--- src/rtl/video_pixel_classifier_if.sv ---
`default_nettype none
// +----------------------------------------------------------------------+
// | video_pixel_classifier_if : raw video in, classified video/stats out |
// | Revision 1.0                                                         |
// +----------------------------------------------------------------------+
interface video_pixel_classifier_if #(
  parameter int HIT_W = 20
);
  logic             HSyncIn;
  logic             VSyncIn;
  logic             VDEIn;
  logic [7:0]       Red;
  logic [7:0]       Green;
  logic [7:0]       Blue;
  logic [7:0]       Threshold;
  logic [7:0]       ChromaMax;
  logic             HSync;
  logic             VSync;
  logic             VDE;
  logic             Pixel;
  logic [10:0]      XPos;
  logic [9:0]       YPos;
  logic [HIT_W-1:0] FrameHits;
  logic             FrameValid;

  modport master (
    output HSyncIn, VSyncIn, VDEIn, Red, Green, Blue, Threshold, ChromaMax,
    input  HSync, VSync, VDE, Pixel, XPos, YPos, FrameHits, FrameValid
  );

  modport slave (
    input  HSyncIn, VSyncIn, VDEIn, Red, Green, Blue, Threshold, ChromaMax,
    output HSync, VSync, VDE, Pixel, XPos, YPos, FrameHits, FrameValid
  );
endinterface
`default_nettype wire

--- src/rtl/video_pixel_classifier.sv ---
`default_nettype none
// +----------------------------------------------------------------------+
// | video_pixel_classifier : RGB -> 1-bit "note bright" pixel, raster    |
// | coordinates and per-frame hit count. Revision 1.0                    |
// +----------------------------------------------------------------------+
module video_pixel_classifier #(
  parameter int LATENCY = 3,
  parameter int HIT_W   = 20
) (
  input  logic                     CLK,
  input  logic                     RST,
  video_pixel_classifier_if.slave  vid
);
  localparam logic [10:0]      X_MAX   = 11'd2047;
  localparam logic [9:0]       Y_MAX   = 10'd1023;
  localparam logic [HIT_W-1:0] HIT_MAX = {HIT_W{1'b1}};

  logic [LATENCY-1:0] hs_sr_q, vs_sr_q, de_sr_q;
  logic [7:0]         red_q, green_q, blue_q;
  logic [15:0]        sum_q;
  logic [7:0]         chroma_q;
  logic               pixel_q;
  logic [7:0]         th_s_q, cm_s_q;
  logic [10:0]        xpos_q;
  logic [9:0]         ypos_q;
  logic [HIT_W-1:0]   cnt_q, frame_hits_q;
  logic               frame_valid_q, frame_armed_q;

  logic [7:0]         max_rg_d, min_rg_d, max_d, min_d;
  logic [15:0]        sum_d;
  logic               de_nxt_d, vde_rise_d, vde_fall_d, vs_rise_d, pixel_d;
  logic [10:0]        xpos_d;
  logic [9:0]         ypos_d;
  logic [HIT_W-1:0]   cnt_inc_d, cnt_d, frame_hits_d;
  logic               frame_valid_d;

  always_comb begin
    max_rg_d = (red_q > green_q) ? red_q : green_q;
    min_rg_d = (red_q < green_q) ? red_q : green_q;
    max_d    = (max_rg_d > blue_q) ? max_rg_d : blue_q;
    min_d    = (min_rg_d < blue_q) ? min_rg_d : blue_q;
    sum_d    = ({8'd0, red_q} * 16'd77) + ({8'd0, green_q} * 16'd150)
             + ({8'd0, blue_q} * 16'd29);

    // Edges are evaluated on the value about to appear at the outputs versus
    // what is there now, so every derived output lines up with VDE/VSync.
    de_nxt_d   = de_sr_q[LATENCY-2];
    vde_rise_d = de_nxt_d & ~de_sr_q[LATENCY-1];
    vde_fall_d = ~de_nxt_d & de_sr_q[LATENCY-1];
    vs_rise_d  = vs_sr_q[LATENCY-2] & ~vs_sr_q[LATENCY-1];

    // sum >= Th*256 is the same test as sum[15:8] >= Th.
    pixel_d = de_nxt_d & (sum_q >= {th_s_q, 8'd0}) & (chroma_q <= cm_s_q);

    xpos_d = xpos_q;
    if (de_nxt_d) begin
      if (vde_rise_d) begin
        xpos_d = 11'd0;
      end else if (xpos_q != X_MAX) begin
        xpos_d = xpos_q + 11'd1;
      end
    end

    ypos_d = ypos_q;
    if (vs_rise_d) begin
      ypos_d = 10'd0;
    end else if (vde_fall_d && (ypos_q != Y_MAX)) begin
      ypos_d = ypos_q + 10'd1;
    end

    cnt_inc_d     = (pixel_d && (cnt_q != HIT_MAX)) ? cnt_q + HIT_W'(1) : cnt_q;
    cnt_d         = cnt_inc_d;
    frame_hits_d  = frame_hits_q;
    frame_valid_d = 1'b0;
    if (vs_rise_d) begin
      cnt_d = '0;
      // The first VSync after reset closes a partial frame, so it is not reported.
      if (frame_armed_q) begin
        frame_hits_d  = cnt_inc_d;
        frame_valid_d = 1'b1;
      end
    end
  end

  always_ff @(posedge CLK) begin
    if (RST) begin
      hs_sr_q       <= '0;
      vs_sr_q       <= '0;
      de_sr_q       <= '0;
      red_q         <= 8'd0;
      green_q       <= 8'd0;
      blue_q        <= 8'd0;
      sum_q         <= 16'd0;
      chroma_q      <= 8'd0;
      pixel_q       <= 1'b0;
      th_s_q        <= 8'd0;
      cm_s_q        <= 8'd0;
      xpos_q        <= 11'd0;
      ypos_q        <= 10'd0;
      cnt_q         <= '0;
      frame_hits_q  <= '0;
      frame_valid_q <= 1'b0;
      frame_armed_q <= 1'b0;
    end else begin
      hs_sr_q       <= {hs_sr_q[LATENCY-2:0], vid.HSyncIn};
      vs_sr_q       <= {vs_sr_q[LATENCY-2:0], vid.VSyncIn};
      de_sr_q       <= {de_sr_q[LATENCY-2:0], vid.VDEIn};
      red_q         <= vid.Red;
      green_q       <= vid.Green;
      blue_q        <= vid.Blue;
      sum_q         <= sum_d;
      chroma_q      <= max_d - min_d;
      pixel_q       <= pixel_d;
      xpos_q        <= xpos_d;
      ypos_q        <= ypos_d;
      cnt_q         <= cnt_d;
      frame_hits_q  <= frame_hits_d;
      frame_valid_q <= frame_valid_d;
      if (vs_rise_d) begin
        th_s_q        <= vid.Threshold;
        cm_s_q        <= vid.ChromaMax;
        frame_armed_q <= 1'b1;
      end
    end
  end

  assign vid.HSync      = hs_sr_q[LATENCY-1];
  assign vid.VSync      = vs_sr_q[LATENCY-1];
  assign vid.VDE        = de_sr_q[LATENCY-1];
  assign vid.Pixel      = pixel_q;
  assign vid.XPos       = xpos_q;
  assign vid.YPos       = ypos_q;
  assign vid.FrameHits  = frame_hits_q;
  assign vid.FrameValid = frame_valid_q;
endmodule
`default_nettype wire

--- src/flat_wrapper.sv ---
// flat-port wrapper written by rule: the top's interface ports become plain ports
module video_pixel_classifier_flat 
#(
  parameter int LATENCY = 3,
  parameter int HIT_W   = 20
)
  (CLK, RST, vid_HSyncIn, vid_VSyncIn, vid_VDEIn, vid_Red, vid_Green, vid_Blue, vid_Threshold, vid_ChromaMax, vid_HSync, vid_VSync, vid_VDE, vid_Pixel, vid_XPos, vid_YPos, vid_FrameHits, vid_FrameValid);
  video_pixel_classifier_if #(.HIT_W(HIT_W)) vid_i ();
  input  logic CLK;
  input  logic RST;
  input wire logic [$bits(vid_i.HSyncIn)-1:0] vid_HSyncIn;
  input wire logic [$bits(vid_i.VSyncIn)-1:0] vid_VSyncIn;
  input wire logic [$bits(vid_i.VDEIn)-1:0] vid_VDEIn;
  input wire logic [$bits(vid_i.Red)-1:0] vid_Red;
  input wire logic [$bits(vid_i.Green)-1:0] vid_Green;
  input wire logic [$bits(vid_i.Blue)-1:0] vid_Blue;
  input wire logic [$bits(vid_i.Threshold)-1:0] vid_Threshold;
  input wire logic [$bits(vid_i.ChromaMax)-1:0] vid_ChromaMax;
  output wire logic [$bits(vid_i.HSync)-1:0] vid_HSync;
  output wire logic [$bits(vid_i.VSync)-1:0] vid_VSync;
  output wire logic [$bits(vid_i.VDE)-1:0] vid_VDE;
  output wire logic [$bits(vid_i.Pixel)-1:0] vid_Pixel;
  output wire logic [$bits(vid_i.XPos)-1:0] vid_XPos;
  output wire logic [$bits(vid_i.YPos)-1:0] vid_YPos;
  output wire logic [$bits(vid_i.FrameHits)-1:0] vid_FrameHits;
  output wire logic [$bits(vid_i.FrameValid)-1:0] vid_FrameValid;
  assign vid_i.HSyncIn = vid_HSyncIn;
  assign vid_i.VSyncIn = vid_VSyncIn;
  assign vid_i.VDEIn = vid_VDEIn;
  assign vid_i.Red = vid_Red;
  assign vid_i.Green = vid_Green;
  assign vid_i.Blue = vid_Blue;
  assign vid_i.Threshold = vid_Threshold;
  assign vid_i.ChromaMax = vid_ChromaMax;
  assign vid_HSync = vid_i.HSync;
  assign vid_VSync = vid_i.VSync;
  assign vid_VDE = vid_i.VDE;
  assign vid_Pixel = vid_i.Pixel;
  assign vid_XPos = vid_i.XPos;
  assign vid_YPos = vid_i.YPos;
  assign vid_FrameHits = vid_i.FrameHits;
  assign vid_FrameValid = vid_i.FrameValid;
  video_pixel_classifier #(.LATENCY(LATENCY), .HIT_W(HIT_W)) u_core (.CLK(CLK), .RST(RST), .vid(vid_i));
endmodule
--- config.mk ---
export PLATFORM = sky130hd
export DESIGN_NAME = video_pixel_classifier_flat
export DESIGN_NICKNAME = d
export VERILOG_FILES = /design/src/rtl/video_pixel_classifier_if.sv /design/src/rtl/video_pixel_classifier.sv /design/src/flat_wrapper.sv
export SDC_FILE = /design/constraint.sdc
export NUM_CORES = 1
export LEC_CHECK = 0
export BUFFER_PORTS_ARGS = -buffer_cell sky130_fd_sc_hd__buf_2
export CORE_MARGIN = 2
export CORE_UTILIZATION = 32
export CTS_CLUSTER_DIAMETER = 30
export DETAILED_ROUTE_END_ITERATION = 16
export RECOVER_POWER = 25
export SLEW_MARGIN = 20
export SYNTH_ARGS = -nofsm -noshare
export SYNTH_HDL_FRONTEND = slang
export SYNTH_SLANG_ARGS = --single-unit
--- constraint.sdc ---
create_clock -name CLK -period 8.2 [get_ports CLK]
set_clock_uncertainty 0.15 [all_clocks]
set_input_delay 1.64 -clock CLK [delete_from_list [all_inputs] [get_ports CLK]]
set_output_delay 1.64 -clock CLK [all_outputs]
set_load 0.02 [all_outputs]
==> results of run 1 <==
state kept, by name (all words and copies together) (netlist names):
| name | flops |
|---|---|
| u_core.blue_q | 8 |
| u_core.sum_q | 16 |
| u_core.green_q | 8 |
| u_core.cnt_q | 20 |
| u_core.hs_sr_q | 3 |
| u_core.cm_s_q | 8 |
| u_core.vid.FrameHits | 20 |
| u_core.red_q | 8 |
| u_core.vs_sr_q | 3 |
| u_core.vid.XPos | 11 |
| u_core.th_s_q | 8 |
| u_core.vid.FrameValid | 1 |
| u_core.frame_armed_q | 1 |
| u_core.chroma_q | 8 |
| u_core.vid.YPos | 10 |
| u_core.vid.Pixel | 1 |
| u_core.de_sr_q | 3 |
stage by stage:
step	hold WS, ns	std cells	total power [mW]	setup slack (ns)	cell area, sq um
floorplan	0.264	1056	1.96	2.30	9430
global placement	0.269	1502	2.20	2.08	10300
detailed placement	0.276	1502	2.22	1.93	10300
CTS	0.291	1534	3.09	1.91	10900
global route	0.311	1534	3.34	1.44	10900
finish	0.286	1534	3.05	1.85	10900
layer usage:
| layer | global-route usage [%] | vias up |
|---|---|---|
| li1 | - | 3681 |
| met4 | 3.51 | 0 |
| met1 | 18.0 | 3323 |
| met2 | 22.7 | 137 |
| met5 | 0 | - |
| met3 | 2.51 | 17 |
synth_stat cells, drive strengths merged (3+ instances only):
cell	count
nand2	86
or2	4
dfxtp	137
clkbuf	24
o21ai	45
nor3	14
buf	8
a21oi	46
a211oi	25
o31ai	3
inv	130
o211ai	4
a311oi	4
nor2b	46
ha	136
xnor2	19
and2	7
a31oi	3
nor2	105
or3	6
xor2	40
and3	9
a21o	17
and4	3
fa	57
o21a	6
nand2b	5
nand3	21
nand4	19
power by group through the flow:
stage                     registers [mW]  logic [mW]  clock network [mW]
final                              0.769        1.43               0.848
after global routing               0.777        1.67               0.899
after CTS                          0.770        1.45               0.873
after detailed placement           0.785        1.44                   0
after global placement             0.786        1.42                   0
after floorplan                    0.771        1.19                   0
area by class of cell:
cell class / count / area [sq um] / area share [%]
sequential: 137 / 2740 / 25.2
inverter: 130 / 488 / 4.48
clock inverter: 15 / 219 / 2.01
clock buffer: 17 / 425 / 3.90
tap: 384 / 480 / 4.41
timing repair buffer: 94 / 472 / 4.33
multi-input combinational: 757 / 6070 / 55.7
cells by family after synthesis:
kind of cell / Yosys count / synth area share [%]
AND/OR/NAND/NOR: 335 / 17.2
adder cells (fa/ha/maj): 193 / 30.1
AO/OA/AOI/OAI: 166 / 11.1
buffers and inverters: 162 / 6.58
flip-flops: 137 / 29.1
XOR/XNOR: 59 / 5.48
multiplexers: 4 / 0.451
final timing paths:
| kind | slack, ns | startpoint | to | depth (start not counted) |
|---|---|---|---|---|
| max reg2reg | 1.85 | u_core.green_q[4] | u_core.sum_q[13] | 22 |
| min | 0.29 | u_core.de_sr_q[0] | u_core.de_sr_q[1] | 1 |
| max | 1.85 | u_core.green_q[4] | u_core.sum_q[13] | 22 |
| min reg2reg | 0.29 | u_core.de_sr_q[0] | u_core.de_sr_q[1] | 1 |
==> report_table.html, run 1 <==
<table>
<tr><th>Metric</th><th>Value</th></tr>
<tr><th colspan="2">Status</th></tr>
<tr><td>Status</td><td>complete, but fails checks</td></tr>
<tr><td>Failing checks</td><td>max-capacitance violations, max-slew violations</td></tr>
<tr><th colspan="2">Drt</th></tr>
<tr><td>Routed length on met1</td><td>roughly 10000 um</td></tr>
<tr><td>DRC marker count from the first detailed-route iteration</td><td>between 400 and 500</td></tr>
<tr><td>DR WL met2</td><td>between 9000 and 10000 um</td></tr>
<tr><td>Via/cell ratio</td><td>approximately 4.7</td></tr>
<tr><td>Post-route DRC</td><td>0</td></tr>
<tr><td>Sum of met3 wire segment lengths after detailed routing</td><td>around 1000 um</td></tr>
<tr><td>Vias after detailed routing</td><td>between 7000 and 8000</td></tr>
<tr><td>Highest Signal Layer</td><td>met4</td></tr>
<tr><td>Total routed wirelength</td><td>between 20000 and 25000 um</td></tr>
<tr><td>Remaining number of nets flagged by the antenna check after routing</td><td>0</td></tr>
<tr><td>Detailed Routing Iterations Pass 1</td><td>5</td></tr>
<tr><td>Routed WL per cell</td><td>about 13 um</td></tr>
<tr><th colspan="2">STA</th></tr>
<tr><td>Max-slew violation count</td><td>73</td></tr>
<tr><td>Max-slew headroom</td><td>-103%</td></tr>
<tr><td>Final-layout setup total negative slack</td><td>0 ns</td></tr>
<tr><td>Shortest period the worst path allows</td><td>approximately 6.3 ns</td></tr>
<tr><td>Slew @ Worst Pin</td><td>approximately 3.0 ns</td></tr>
<tr><td>Max Clock Freq</td><td>0.158 GHz</td></tr>
<tr><td>Unrepaired setup endpoints after global routing</td><td>no</td></tr>
<tr><td>Total count of hold-check failures in the final report</td><td>0</td></tr>
<tr><td>Share of the clock period used by the worst path after layout</td><td>~77%</td></tr>
<tr><td>Count of endpoints failing setup in the final report</td><td>0</td></tr>
<tr><th colspan="2">Clocking</th></tr>
<tr><td>Clock latency of the later-clocked register in the worst-skew pair</td><td>around 0.42 ns</td></tr>
<tr><td>Longest Clk Path Bufs</td><td>2</td></tr>
<tr><td>CTS tree</td><td>built</td></tr>
<tr><td>Count of hold-fix buffers inserted at cts</td><td>0</td></tr>
<tr><td>Total of cells resized after clock tree synthesis</td><td>0</td></tr>
<tr><td>Clock transition at path regs</td><td>roughly 0.070 ns</td></tr>
<tr><td>Buffer type at the clock tree root</td><td>sky130_fd_sc_hd__clkbuf_16</td></tr>
<tr><td>Maximum level of the CTS H-tree</td><td>4</td></tr>
<tr><td>Setup repair bufs after CTS</td><td>0</td></tr>
<tr><td>Clock buffers created by TritonCTS</td><td>17</td></tr>
<tr><td>Sinks on the clock net</td><td>roughly 140</td></tr>
<tr><th colspan="2">Pwr</th></tr>
<tr><td>Pint</td><td>1.87 mW</td></tr>
<tr><td>NetSw</td><td>roughly 1.2 mW</td></tr>
<tr><td>Clk network pwr share</td><td>27.8%</td></tr>
<tr><td>Switching power as a share of total power</td><td>between 30% and 40%</td></tr>
<tr><td>Part of the power in registers</td><td>25.2%</td></tr>
<tr><td>Total leakage power</td><td>around 5.0 nW</td></tr>
<tr><td>Proportion of power drawn by combinational gates</td><td>47.0%</td></tr>
<tr><td>Cell Pwr Density</td><td>280 nW/um^2</td></tr>
<tr><td>Max rail drop VDD</td><td>0.169 mV</td></tr>
<tr><th colspan="2">Cells and area</th></tr>
<tr><td>Core Util, Final</td><td>37.8%</td></tr>
<tr><td>Fill cells</td><td>about 3000</td></tr>
<tr><td>Most common cell after layout, fill and taps aside</td><td>sky130_fd_sc_hd__dfxtp_1</td></tr>
<tr><td>Fraction of layout cells with a size suffix above 1</td><td>a little under an eighth</td></tr>
<tr><td>Layout net count</td><td>~1400</td></tr>
<tr><td>Relative area change from synthesis to final layout</td><td>15.5%</td></tr>
<tr><td>Antenna cells</td><td>0</td></tr>
<tr><td>Commonest cells after routing, fill and taps aside</td><td>sky130_fd_sc_hd__dfxtp_1, sky130_fd_sc_hd__ha_1, sky130_fd_sc_hd__inv_1</td></tr>
<tr><th colspan="2">Logic synthesis</th></tr>
<tr><td>Top_reg_cell synth</td><td>sky130_fd_sc_hd__dfxtp_1</td></tr>
<tr><td>Synth area leaders</td><td>sky130_fd_sc_hd__dfxtp_1, sky130_fd_sc_hd__ha_1, sky130_fd_sc_hd__fa_1</td></tr>
<tr><td>Top cell type's share of synthesized area</td><td>between 20% and 30%</td></tr>
<tr><td>Library cells used by synthesis</td><td>57</td></tr>
<tr><td>FF+latch count, synth</td><td>137</td></tr>
<tr><td>Number of synthesis warnings</td><td>0</td></tr>
<tr><td>Share of async-settable or async-resettable flops after synthesis</td><td>0%</td></tr>
<tr><td>Mean cell area of the mapped netlist</td><td>about 8.9 sq um</td></tr>
<tr><td>Syn Std Cell Area</td><td>9430 sq um</td></tr>
<tr><td>Syn_nets</td><td>between 1000 and 1500</td></tr>
<tr><td>Number of enable-type register cells in the synthesized netlist</td><td>0</td></tr>
<tr><td>Synthesized netlist cell count</td><td>between 1000 and 1500</td></tr>
<tr><td>Register area share after synthesis</td><td>between 20 and 30%</td></tr>
<tr><td>Post-synthesis cell type with the largest combined area</td><td>sky130_fd_sc_hd__dfxtp_1</td></tr>
<tr><th colspan="2">Global routing</th></tr>
<tr><td>Global-route wire length before repair</td><td>roughly 34000 um</td></tr>
<tr><td>Antenna violations before repair</td><td>0</td></tr>
<tr><td>Remaining Overflow, GRT</td><td>0</td></tr>
<tr><td>Number of global-route vias before repair</td><td>6992</td></tr>
<tr><td>Aggregate global-route resource usage</td><td>between 10% and 20%</td></tr>
<tr><td>Largest net degree at the start of global routing</td><td>73</td></tr>
<tr><th colspan="2">Floorplan</th></tr>
<tr><td>Count of boundary I/O pins</td><td>91</td></tr>
<tr><td>Core ar.</td><td>around 29000 sq um</td></tr>
<tr><td>Die width</td><td>around 180 um</td></tr>
<tr><td>Starting Density</td><td>approximately a third</td></tr>
<tr><td>Die area</td><td>roughly 30000 sq um</td></tr>
<tr><td>Height of the die</td><td>approximately 180 um</td></tr>
<tr><td>Num rows</td><td>just over 60</td></tr>
<tr><th colspan="2">Worst setup path</th></tr>
<tr><td>Setup crit end kind</td><td>flop</td></tr>
<tr><td>CP most frequent cell</td><td>sky130_fd_sc_hd__fa_1</td></tr>
<tr><td>Critical Path RT</td><td>8.24 ns</td></tr>
<tr><td>CP top delay family</td><td>adder cells</td></tr>
<tr><td>Kind of critical path</td><td>flop to flop</td></tr>
<tr><td>Chain of cells forming the critical path</td><td>ha_1 -&gt; ha_1 -&gt; inv_1 -&gt; fa_1 -&gt; fa_1 -&gt; inv_1 -&gt; ha_1 -&gt; xnor2_1 -&gt; fa_1 -&gt; fa_1 -&gt; inv_1 -&gt; fa_1 -&gt; fa_1 -&gt; inv_1 -&gt; ha_1 -&gt; nor3_1 -&gt; o21ai_0 -&gt; nand2_1 -&gt; o21bai_1 -&gt; o31ai_1 -&gt; xor2_1 -&gt; nor2_1</td></tr>
<tr><td>Crit path max-delay cell type</td><td>sky130_fd_sc_hd__fa_1</td></tr>
<tr><td>Crit-path max FO</td><td>5</td></tr>
<tr><td>Stage delay of the slowest cell on the critical path</td><td>0.54 ns</td></tr>
<tr><td>Crit path launch type</td><td>flop</td></tr>
<tr><td>Arrival time reported for the critical path endpoint</td><td>between 6 and 7 ns</td></tr>
<tr><td>Crit path buffers/inverters</td><td>4</td></tr>
<tr><th colspan="2">Min path</th></tr>
<tr><td>Class of the tightest hold or removal check</td><td>flop to flop</td></tr>
<tr><th colspan="2">Placement</th></tr>
<tr><td>Routability congestion estimate</td><td>~0.83</td></tr>
<tr><td>Number of port buffers</td><td>90</td></tr>
<tr><td>Placed wire-length estimate</td><td>approximately 16000 um</td></tr>
<tr><th colspan="2">Flow run</th></tr>
<tr><td>Reported max-cap violation count</td><td>1</td></tr>
</table>
Power figures use the tool's default switching activity.
==> run 2, diff against run 1 <==
==> constraint.sdc (replaced) <==
create_clock -name CLK -period 6.7 [get_ports CLK]
set_clock_uncertainty 0.15 [all_clocks]
set_input_delay 1.34 -clock CLK [delete_from_list [all_inputs] [get_ports CLK]]
set_output_delay 1.34 -clock CLK [all_outputs]
set_load 0.02 [all_outputs]
==> run 2 against run 1 <==
  * Global-route usage shrank 0.12 points
  * Final cell count about the same
  * Sequential share of layout area barely moved
  * Critical path type unchanged
  * Critical endpoint unchanged
  * Sequential cell count did not move
  * Die area is the same
  * Sequential power up 22%
  * The run now ends clean
  * Setup slack worse by 1.3 ns
  * Largest power group unchanged
  * Maximum frequency rose by 2.4%
  * Register-to-register slack worse by 1.3 ns
  * Total power increased by 22%
==> report_table.html, run 2 (same netlist as run 1, synthesis figures left out) <==
<table>
<tr><th>Metric</th><th>Value</th></tr>
<tr><th colspan="2">STA</th></tr>
<tr><td>Slew @ Worst Pin</td><td>1.37 ns</td></tr>
<tr><td>Shortest period the worst path allows</td><td>6.20 ns</td></tr>
<tr><td>Total count of hold-check failures in the final report</td><td>0</td></tr>
<tr><td>Max-slew headroom</td><td>8.69%</td></tr>
<tr><td>Unrepaired setup endpoints after global routing</td><td>no</td></tr>
<tr><td>Max Clock Freq</td><td>approximately 0.16 GHz</td></tr>
<tr><td>Final-layout setup total negative slack</td><td>0 ns</td></tr>
<tr><td>Count of endpoints failing setup in the final report</td><td>0</td></tr>
<tr><td>Share of the clock period used by the worst path after layout</td><td>92.5%</td></tr>
<tr><td>Worst setup slack after layout</td><td>around 0.50 ns</td></tr>
<tr><td>Max-slew violation count</td><td>0</td></tr>
<tr><th colspan="2">Placement</th></tr>
<tr><td>Number of port buffers</td><td>90</td></tr>
<tr><td>Placed wire-length estimate</td><td>approximately 16000 um</td></tr>
<tr><td>Pre-CTS worst setup slack</td><td>0.399 ns</td></tr>
<tr><td>Routability congestion estimate</td><td>~0.83</td></tr>
<tr><td>Dpl cell area</td><td>~10000 sq um</td></tr>
<tr><th colspan="2">Cells and area</th></tr>
<tr><td>Core Util, Final</td><td>a little under two fifths</td></tr>
<tr><td>Commonest cells after routing, fill and taps aside</td><td>sky130_fd_sc_hd__ha_1, sky130_fd_sc_hd__dfxtp_1, sky130_fd_sc_hd__inv_1</td></tr>
<tr><td>Relative area change from synthesis to final layout</td><td>15.7%</td></tr>
<tr><td>Layout net count</td><td>roughly 1400</td></tr>
<tr><td>Antenna cells</td><td>0</td></tr>
<tr><td>Fraction of layout cells with a size suffix above 1</td><td>11.8%</td></tr>
<tr><td>Post-route cell area</td><td>roughly 11000 sq um</td></tr>
<tr><th colspan="2">Drt</th></tr>
<tr><td>Routed WL per cell</td><td>13.1 um</td></tr>
<tr><td>DRC marker count from the first detailed-route iteration</td><td>between 300 and 400</td></tr>
<tr><td>Detailed Routing Iterations Pass 1</td><td>5</td></tr>
<tr><td>Vias after detailed routing</td><td>roughly 7200</td></tr>
<tr><td>Post-route DRC</td><td>0</td></tr>
<tr><td>Remaining number of nets flagged by the antenna check after routing</td><td>0</td></tr>
<tr><td>Via/cell ratio</td><td>between 4 and 5</td></tr>
<tr><td>Total routed wirelength</td><td>roughly 20000 um</td></tr>
<tr><th colspan="2">Flow run</th></tr>
<tr><td>Reported max-cap violation count</td><td>0</td></tr>
<tr><th colspan="2">Floorplan</th></tr>
<tr><td>Height of the die</td><td>around 180 um</td></tr>
<tr><td>Die width</td><td>approximately 180 um</td></tr>
<tr><td>Die area</td><td>around 31000 sq um</td></tr>
<tr><td>Core ar.</td><td>~29000 sq um</td></tr>
<tr><td>Starting Density</td><td>between 30% and 40%</td></tr>
<tr><td>Count of boundary I/O pins</td><td>91</td></tr>
<tr><td>Num rows</td><td>62</td></tr>
<tr><th colspan="2">Min path</th></tr>
<tr><td>Hold depth</td><td>1</td></tr>
<tr><td>Class of the tightest hold or removal check</td><td>flop to flop</td></tr>
<tr><th colspan="2">Clocking</th></tr>
<tr><td>Sinks on the clock net</td><td>roughly 140</td></tr>
<tr><td>CTS tree</td><td>built</td></tr>
<tr><td>Clock transition at path regs</td><td>around 0.06 ns</td></tr>
<tr><td>Buffer type at the clock tree root</td><td>sky130_fd_sc_hd__clkbuf_16</td></tr>
<tr><td>Clock buffers created by TritonCTS</td><td>17</td></tr>
<tr><td>Clock latency of the later-clocked register in the worst-skew pair</td><td>about 0.42 ns</td></tr>
<tr><td>Longest Clk Path Bufs</td><td>2</td></tr>
<tr><td>Maximum level of the CTS H-tree</td><td>4</td></tr>
<tr><td>Count of hold-fix buffers inserted at cts</td><td>0</td></tr>
<tr><th colspan="2">Worst setup path</th></tr>
<tr><td>Critical path launch point</td><td>u_core.green_q[4]</td></tr>
<tr><td>CP most frequent cell</td><td>sky130_fd_sc_hd__fa_1</td></tr>
<tr><td>Origin of the critical flop-to-flop path</td><td>u_core.green_q[4]</td></tr>
<tr><td>Kind of critical path</td><td>flop to flop</td></tr>
<tr><td>Crit path buffers/inverters</td><td>4</td></tr>
<tr><td>CP top delay family</td><td>adder cells</td></tr>
<tr><td>Crit path max-delay cell type</td><td>sky130_fd_sc_hd__fa_1</td></tr>
<tr><td>Reg2Reg Capture Point</td><td>u_core.sum_q[13]</td></tr>
<tr><td>Setup crit end kind</td><td>flop</td></tr>
<tr><td>Arrival time reported for the critical path endpoint</td><td>6.32 ns</td></tr>
<tr><td>Worst reg2reg setup slack</td><td>0.50 ns</td></tr>
<tr><td>Crit-path max FO</td><td>5</td></tr>
<tr><td>Chain of cells forming the critical path</td><td>ha_1 -&gt; ha_1 -&gt; inv_1 -&gt; fa_1 -&gt; fa_1 -&gt; inv_1 -&gt; ha_1 -&gt; xnor2_1 -&gt; fa_1 -&gt; fa_1 -&gt; inv_1 -&gt; fa_1 -&gt; fa_1 -&gt; inv_1 -&gt; ha_1 -&gt; nor3_1 -&gt; o21ai_0 -&gt; nand2_1 -&gt; o21bai_1 -&gt; o31ai_1 -&gt; xor2_1 -&gt; nor2_1</td></tr>
<tr><td>Stage delay of the slowest cell on the critical path</td><td>roughly 0.54 ns</td></tr>
<tr><td>Crit path launch type</td><td>flop</td></tr>
<tr><td>Critical path endpoint</td><td>u_core.sum_q[13]</td></tr>
<tr><td>Critical Path RT</td><td>a little under 7 ns</td></tr>
<tr><td>Logic depth of the worst path, buffers included</td><td>22</td></tr>
<tr><td>Reg2Reg Depth</td><td>22</td></tr>
<tr><th colspan="2">Pwr</th></tr>
<tr><td>Total leakage power</td><td>5.02 nW</td></tr>
<tr><td>Power Total</td><td>around 3.7 mW</td></tr>
<tr><td>Max rail drop VDD</td><td>0.222 mV</td></tr>
<tr><td>Cell Pwr Density</td><td>around 340 nW/um^2</td></tr>
<tr><th colspan="2">Status</th></tr>
<tr><td>Status</td><td>complete, no violations</td></tr>
<tr><th colspan="2">Global routing</th></tr>
<tr><td>Aggregate global-route resource usage</td><td>roughly 13%</td></tr>
<tr><td>Remaining Overflow, GRT</td><td>0</td></tr>
<tr><td>Antenna violations before repair</td><td>0</td></tr>
<tr><td>Largest net degree at the start of global routing</td><td>73</td></tr>
<tr><td>Global-route wire length before repair</td><td>about 34000 um</td></tr>
<tr><td>Number of global-route vias before repair</td><td>roughly 7000</td></tr>
</table>
## run 2: cell count changes in the layout (fill, tap and decap cells not counted), sizes merged
cell	change
clkbuf	+1
## run 2: routing by layer
layer  wire length (um)  vias up  GRT usage [%]
li1                   -     3692              -
met1               9950     3323           18.0
met2               9080      151           22.5
met3                901       16           2.25
met4                223        0           3.34
met5                  0        -              0
## run 2: area by class of cell
| type | count | area, sq um |
|---|---|---|
| Tap cell | 384 | 480 |
| Fill cell | 2943 | 17900 |
| Multi-Input combinational cell | 757 | 6070 |
| Inverter | 130 | 488 |
| Clock inverter | 15 | 221 |
| Sequential cell | 137 | 2740 |
| Timing Repair Buffer | 95 | 480 |
| Clock buffer | 17 | 425 |
## run 2: how the worst min path moves through the flow
stage | start | endpoint
final | u_core.de_sr_q[0] | u_core.de_sr_q[1]
after global routing | u_core.de_sr_q[0] | u_core.de_sr_q[1]
after CTS | u_core.de_sr_q[0] | u_core.de_sr_q[1]
after detailed placement | u_core.de_sr_q[0] | u_core.de_sr_q[1]
after global placement | u_core.hs_sr_q[0] | u_core.hs_sr_q[1]
after floorplan | u_core.de_sr_q[0] | u_core.de_sr_q[1]
## run 2: report_power, final
part	internal, mW	switching [mW]	leakage [nW]
Sequential	0.894	0.0458	1.12
Clock	0.610	0.425	0.314
Combinational	0.778	0.974	3.58
Total	2.28	1.44	5.02
## run 2: timing repair
action	4_1_cts	5_1_grt
setup buffers	0	0
resized for setup	0	1
endpoints found under the setup margin	0	1
## run 2: through the flow
stage / instances / hold WS, ns
final: 1535 / 0.286
after floorplan: 1056 / 0.264
after global placement: 1503 / 0.268
after CTS: 1535 / 0.292
after global routing: 1535 / 0.308
after detailed placement: 1503 / 0.275
